===== src/rtl/obuffer_ni.sv =====
// Network-injector transmit buffer: queues whole flits and serializes them into
// phits toward the router, starting a new flit only when downstream signals Go.
module obuffer_ni #(
  parameter int ID             = 0,
  parameter int FLIT_SIZE      = 64,
  parameter int FLIT_TYPE_SIZE = 2,
  parameter int PHIT_SIZE      = 16,
  parameter int QUEUE_SIZE     = 4
) (
  input  logic                      clk,
  input  logic                      rst_p,
  input  logic [FLIT_SIZE-1:0]      FlitIn,
  input  logic [FLIT_TYPE_SIZE-1:0] FlitTypeIn,
  input  logic                      BroadcastFlitIn,
  input  logic                      ValidIn,
  output logic                      Avail,
  output logic [PHIT_SIZE-1:0]      Flit,
  output logic [FLIT_TYPE_SIZE-1:0] FlitType,
  output logic                      BroadcastFlit,
  output logic                      Valid,
  input  logic                      Go
);

  localparam int NUM_PHITS = FLIT_SIZE / PHIT_SIZE;
  localparam int QW        = (QUEUE_SIZE > 1) ? $clog2(QUEUE_SIZE) : 1;
  localparam int PW        = (NUM_PHITS > 1) ? $clog2(NUM_PHITS) : 1;

  localparam logic [QW:0]   FULL_CNT  = (QW+1)'(QUEUE_SIZE);
  localparam logic [QW:0]   TWO_CNT   = (QW+1)'(2);
  localparam logic [PW-1:0] LAST_PHIT = PW'(NUM_PHITS - 1);

  // Illegal configurations are rejected at elaboration rather than silently mis-serialized.
  if ((ID < 0) || (PHIT_SIZE < 1) || ((FLIT_SIZE % PHIT_SIZE) != 0) ||
      (NUM_PHITS < 1) || (NUM_PHITS > 64) || (QUEUE_SIZE < 2) ||
      ((QUEUE_SIZE & (QUEUE_SIZE - 1)) != 0)) begin : g_param_err
    $error("obuffer_ni: illegal parameter set");
  end

  typedef enum logic [0:0] {
    IDLE = 1'b0,
    SEND = 1'b1
  } state_e;

  // Flits are stored as phit vectors so phit k is element k, LSB phit first.
  logic [NUM_PHITS-1:0][PHIT_SIZE-1:0] data_mem_q  [QUEUE_SIZE];
  logic [FLIT_TYPE_SIZE-1:0]           type_mem_q  [QUEUE_SIZE];
  logic                                bcast_mem_q [QUEUE_SIZE];

  state_e                    state_q, state_d;
  logic [PW-1:0]             phit_q, phit_d;
  logic [QW:0]               count_q, count_d;
  logic [QW-1:0]             wr_ptr_q, wr_ptr_d;
  logic [QW-1:0]             rd_ptr_q, rd_ptr_d;
  logic [PHIT_SIZE-1:0]      flit_q, flit_d;
  logic [FLIT_TYPE_SIZE-1:0] type_q, type_d;
  logic                      bcast_q, bcast_d;
  logic                      valid_q, valid_d;

  logic          avail_s;
  logic          push_s;
  logic          last_phit_s;
  logic          start_s;
  logic [QW-1:0] sel_ptr_s;
  logic [PW-1:0] sel_phit_s;

  assign avail_s     = ~rst_p & (count_q != FULL_CNT);
  assign push_s      = ValidIn & avail_s;
  assign last_phit_s = (state_q == SEND) && (phit_q == LAST_PHIT);
  // A follow-on flit needs a second entry because the current head pops at this same edge.
  assign start_s     = Go & (((state_q == IDLE) && (count_q != '0)) ||
                             (last_phit_s && (count_q >= TWO_CNT)));

  // Next-state, queue bookkeeping and next link phit.
  always_comb begin
    state_d    = state_q;
    phit_d     = phit_q;
    count_d    = count_q;
    wr_ptr_d   = wr_ptr_q;
    rd_ptr_d   = rd_ptr_q;
    flit_d     = '0;
    type_d     = '0;
    bcast_d    = 1'b0;
    valid_d    = 1'b0;
    sel_ptr_s  = rd_ptr_q;
    sel_phit_s = phit_q;

    if (push_s) begin
      wr_ptr_d = wr_ptr_q + QW'(1);
    end else begin
      wr_ptr_d = wr_ptr_q;
    end

    if (last_phit_s) begin
      rd_ptr_d = rd_ptr_q + QW'(1);
    end else begin
      rd_ptr_d = rd_ptr_q;
    end

    case ({push_s, last_phit_s})
      2'b10:   count_d = count_q + (QW+1)'(1);
      2'b01:   count_d = count_q - (QW+1)'(1);
      default: count_d = count_q;
    endcase

    if (start_s) begin
      state_d    = SEND;
      phit_d     = '0;
      sel_ptr_s  = (state_q == SEND) ? (rd_ptr_q + QW'(1)) : rd_ptr_q;
      sel_phit_s = '0;
      valid_d    = 1'b1;
    end else if ((state_q == SEND) && !last_phit_s) begin
      state_d    = SEND;
      phit_d     = phit_q + PW'(1);
      sel_phit_s = phit_q + PW'(1);
      valid_d    = 1'b1;
    end else begin
      state_d = IDLE;
      phit_d  = '0;
      valid_d = 1'b0;
    end

    if (valid_d) begin
      flit_d  = data_mem_q[sel_ptr_s][sel_phit_s];
      type_d  = type_mem_q[sel_ptr_s];
      bcast_d = bcast_mem_q[sel_ptr_s];
    end else begin
      flit_d  = '0;
      type_d  = '0;
      bcast_d = 1'b0;
    end
  end

  // Control and link-output registers.
  always_ff @(posedge clk) begin
    if (rst_p) begin
      state_q  <= IDLE;
      phit_q   <= '0;
      count_q  <= '0;
      wr_ptr_q <= '0;
      rd_ptr_q <= '0;
      flit_q   <= '0;
      type_q   <= '0;
      bcast_q  <= 1'b0;
      valid_q  <= 1'b0;
    end else begin
      state_q  <= state_d;
      phit_q   <= phit_d;
      count_q  <= count_d;
      wr_ptr_q <= wr_ptr_d;
      rd_ptr_q <= rd_ptr_d;
      flit_q   <= flit_d;
      type_q   <= type_d;
      bcast_q  <= bcast_d;
      valid_q  <= valid_d;
    end
  end

  // Queue storage; push is already blocked during reset through Avail.
  always_ff @(posedge clk) begin
    if (push_s) begin
      data_mem_q[wr_ptr_q]  <= FlitIn;
      type_mem_q[wr_ptr_q]  <= FlitTypeIn;
      bcast_mem_q[wr_ptr_q] <= BroadcastFlitIn;
    end
  end

  assign Avail         = avail_s;
  assign Flit          = flit_q;
  assign FlitType      = type_q;
  assign BroadcastFlit = bcast_q;
  assign Valid         = valid_q;

endmodule


===== config.mk =====
export PLATFORM = sky130hd
export DESIGN_NAME = obuffer_ni
export DESIGN_NICKNAME = d
export VERILOG_FILES = /design/src/rtl/obuffer_ni.sv
export SDC_FILE = /design/constraint.sdc
export NUM_CORES = 1
export LEC_CHECK = 0
export ABC_AREA = 0
export ABC_CLOCK_PERIOD_IN_PS = 4670
export CORE_UTILIZATION = 54
export CTS_CLUSTER_SIZE = 10
export DETAILED_ROUTE_END_ITERATION = 10
export GPL_TIMING_DRIVEN = 0
export HOLD_SLACK_MARGIN = 0.08
export PLACE_DENSITY = 0.73
export SLEW_MARGIN = 20
export SYNTH_ARGS = -nofsm -noshare
export SYNTH_HDL_FRONTEND = slang
export SYNTH_SLANG_ARGS = --single-unit

===== constraint.sdc =====
create_clock -name clk -period 4.67 [get_ports clk]
set_clock_uncertainty 0.2 [all_clocks]
set_input_delay 0.934 -clock clk [delete_from_list [all_inputs] [get_ports clk]]
set_output_delay 0.934 -clock clk [all_outputs]
set_load 0.05 [all_outputs]

# Word level (Yosys, flattened, before mapping)
# Memories as Yosys holds them, arrays and structs flattened. A register that Yosys moved wholly into a read port is not among the register bits.
# Index checks and enable logic that the tools add are counted.
# word_totals
reg_bits	26
ram_bits	268
inputBits	71
wordCells	48
mem_count	3
# mem_list
name	depth	width	rd	rd_clocked_by_memory_dff	write_ports	line_no	rtl
data_mem_q	4	64	1	0	1	45	logic [NUM_PHITS-1:0][PHIT_SIZE-1:0] data_mem_q [QUEUE_SIZE];
type_mem_q	4	2	1	1	1	46	logic [FLIT_TYPE_SIZE-1:0] type_mem_q [QUEUE_SIZE];
bcast_mem_q	4	1	1	1	1	47	logic bcast_mem_q [QUEUE_SIZE];
# classes
n_addsub	5
magnitude_cmp	2
n_eq_ne	4
muxes	11
bitwise_logic	7
n_reduce_logical	10
# ops
op	n
binary-select mux 16 bit (select 2 bit)	1
two-way mux 16 bit	1
two-way mux 2 bit	4
adder 2 x 1 -> 2 bit (second input constant)	3
case mux 3 bit (2 select lines)	1
== test 2 bit (second input constant)	2
logical AND 1 bit	4
two-way mux 1 bit	4
NOT 1 bit	4
adder 3 x 1 -> 3 bit (second input constant)	1
AND 1 bit	3
greater-or-equal comparator 3 x 2 -> 1 bit (second input constant)	1
less-than comparator 2 x 3 -> 1 bit (second input constant)	1
!= test 3 bit (second input constant)	1
nonzero test 3 bit	1
OR reduction 3 bit	1
subtractor 3 x 1 -> 3 bit (second input constant)	1
== test 2 x 1 -> 1 bit (second input constant)	1
nonzero test 2 bit	1
OR reduction 2 bit	1
logical NOT 1 bit	1
logical OR 1 bit	1

# Logic depth before layout (Yosys ltp)
# An unclocked memory read counts as a cell.
# depth
word_depth	9
depth_mapped	10
depth_no_buf	10

# Worst setup path after synthesis
# Ideal clock, no wire load.
# synth_path
path_kind	input -> register
start	input port rst_p
end	memory bcast_mem_q[0], enable pin
setup_time_ns	0.433
arrival_time_ns	3.637
t_required_ns	4.037
setup_slack_ns	0.400
cell_stages	2
n_path_buf	0
cell_sequence	a31oi_1 > and3_1
# synth_via
elab_chain_cells	5
# synth_rtl
item	line_no	rtl
start, declared	11	input logic rst_p,
NOT 1 bit	66	assign avail_s = ~rst_p & (count_q != FULL_CNT);
AND 1 bit	66	
AND 1 bit	67	assign push_s = ValidIn & avail_s;
two-way mux 1 bit	160	if (push_s) begin
two-way mux 1 bit (not written as such)	163	bcast_mem_q[wr_ptr_q] <= BroadcastFlitIn;
end, declared	47	
# Every way passes these cells.

# Worst setup path after layout
# layout_path
start	input port rst_p
end	output port Avail
# layout_via
elab_chain_cells	2
# layout_rtl
item	line_no	rtl
NOT 1 bit	66	
AND 1 bit	66	
end, declared	16	output logic Avail,
# Every way passes these cells.

==> reports/metrics.cfg <==
[cts]
path_clk_slew_ns=0.05
post_cts.repair.setup_buffers=0
htreeDepth=2
cts_hold_buf=0
clockBufferDepth=3
clock_sinks=297
cts-resized-gates=0
clock_latency_ns=0.51
cts_tree=done
root_buffer=clkbuf_16
cts_buffers=36

[detailed_routing]
drt_iter0_drc=761
drc=0
finalWirelength_um=30550
vias_per_cell=6.385
routedWlPerCell_um=25.33
drtAntennaViolNets=0
dr.pass1.iters=5
vias=7700

[status]
status=finished clean

[synth]
yosysWarnings=0
synthArstFlopShare_pct=0
synth.distinct_cells=42
yosys.area.top_type_share_pct=60.10
synthTopCellsByCount=edfxtp_1 (268), mux4_2 (112), mux2i_1 (53)
syn_nets=804
synthFlopType=edfxtp_1
ys_seq_area_share_pct=64.43
yosysTopAreaCell=edfxtp_1
synth_edf_count=268
synth_cells=726
syn-mean-instance-area_um2=18.45
synth_seq_cells=297
ys_top_cells_by_area=edfxtp_1 (60%), mux4_2 (19%), dfxtp_1 (4.3%)
syn_area_um2=13390
yosysMostFrequentCell=edfxtp_1

[global_route]
grt_pass1_wl_um=46980
gr-usage-all-layers_pct=24.65
overflow=0
antenna_found_initial=0
grt_max_degree=43
grt_pass1_vias=8157

[hold_path]
min_path_cells=1
min-delay-start=phit_q[0]
min_path_type=flop to flop

[critical_path]
r2r-start=phit_q[0]
cpMostUsedCell=clkdlybuf4s50_1
crit_type=input port to output pin
cpLargestDelayFamily=buffers and inverters
crit_cells=3
critPathMaxFanout=6
cp_num_buf_inv=2
crit_slowest_cell=clkdlybuf4s50_1
critPathRequiredTime_ns=3.54
reg2reg_depth=8
startpoint=rst_p
crit_arrival_ns=2.74
crit_path_start_kind=input port
end_kind=output pin
cpPeakStageDelay_ns=0.90
path_cells=clkdlybuf4s50_1 > a31oi_1 > clkdlybuf4s50_1

[die]
die_x_um=159.5
core_um2=24320
die_h_um=159.5
initial_utilization_pct=55.07
fp.dieArea_um2=25430
rows=57
ioPinCount=92

[sta]
hold_ws_ns=0.2994
max_freq_mhz=258.4
final_max_slew_viol_count=0
rsz0062_at_grt=false
worst_pin_slew_ns=0.8580
setup_ws_ns=0.8004
fin_crit_ns=3.870
max-slew-margin-rel_pct=42.68
hold_viol=0
fin_crit_sh_pct=82.86
setup_viol=0

[cells_and_area]
seq_area_um2=8628
diodes=0
drive_gt1_share_pct=24.94
utilization_pct=65.33
layout.nets=937
design_area_um2=15890
syn_to_final_growth_pct=18.65
fillCellCount=1624
multi_input_area_um2=4474

[placement]
post_dp_cell_area_um2=14840
dp_worst_setup_slack_ns=0.7414
place_congestion=0.8571
place_hpwl_um=20320
io_buffers=91

[run]
maxCapViolCount=0

[power_and_ir_drop]
leakagePower_uw=0.005180
cellPowerDensity_nw_per_um2=368.0
vdd_drop_max_mv=0.3803

[flip-flops by register name, summed over array words and instances (netlist names)]
name,flops
BroadcastFlit,1
Flit,16
FlitType,2
Valid,1
bcast_mem_q,4
count_q,3
data_mem_q,256
phit_q,2
rd_ptr_q,2
type_mem_q,8
wr_ptr_q,2
[cell families (layout without fill, tap and decap cells)]
family / count (synthesis) / count (layout) / share of synthesized area [%]
AND/OR/NAND/NOR: 82 / 82 / 2.812
flip-flops: 297 / 297 / 64.43
XOR/XNOR: 7 / 7 / 0.4578
buffers and inverters: 61 / 217 / 2.308
adder cells (fa/ha/maj): 7 / 7 / 0.7101
multiplexers: 182 / 182 / 24.23
AO/OA/AOI/OAI: 90 / 90 / 5.055
[per-layer routing]
metal | GRT usage [%] | routed length (um)
met2 | 41.92 | 15830
met1 | 32.94 | 12080
met5 | 0 | 0
met3 | 4.011 | 1936
met4 | 7.343 | 701
[layout make-up]
cell class / count / area share (%)
multi-input combinational: 368 / 28.16
timing repair buffer: 95 / 6.426
sequential: 297 / 54.30
inverter: 8 / 0.1890
tap: 324 / 2.551
clock inverter: 3 / 0.1654
buffer: 53 / 1.756
clock buffer: 58 / 6.449
[final timing paths]
check,end,slack (ns)
setup reg to reg,Flit[12],1.37
hold reg to reg,phit_q[0],0.30
hold / removal,phit_q[0],0.30
setup / recovery,Avail,0.80
[worst register-to-register path, stage by stage (launching register included)]
cell and delay [ns]:
dfxtp_1 0.34, ha_1 0.27, nand2b_1 0.26, xnor2_1 0.21, a21boi_1 0.73, buf_2 0.39, o221ai_1 0.18, o221ai_1 0.34
o221ai_1 0.22
[layout by cell type, fill, tap and decap left out, types with 3 or more instances in the layout]
master / n
o22ai_1: 3
a2111o_1: 3
o221ai_1: 33
nand3_1: 6
o21ai_0: 8
inv_1: 8
a21oi_1: 21
nor2_1: 7
or2_2: 3
o21ai_1: 4
mux2_2: 17
and2_1: 14
buf_2: 25
inv_6: 3
and3_4: 4
mux2i_1: 53
buf_16: 4
clkdlybuf4s50_1: 91
a32oi_1: 4
ha_1: 6
dfxtp_1: 29
clkbuf_1: 34
mux4_2: 112
buf_4: 9
xor2_1: 3
xnor2_1: 4
o211ai_1: 4
nand2_1: 44
clkbuf_16: 37
edfxtp_1: 268
[power breakdown]
part,internal (uW),total (uW),switching (uW)
combinational,147,335,187
sequential,2980,3010,32.3
clock,1500,2500,1000
[per-stage QoR]
step / cells / TNS, ns / total power (uW)
floorplan: 726 / 0 / 3223
global placement: 1141 / -193.85 / 3378
detailed placement: 1145 / 0 / 3399
CTS: 1206 / 0 / 5883
global route: 1206 / 0 / 6019
finish: 1206 / 0 / 5847
Power figures use the tool's default switching activity.
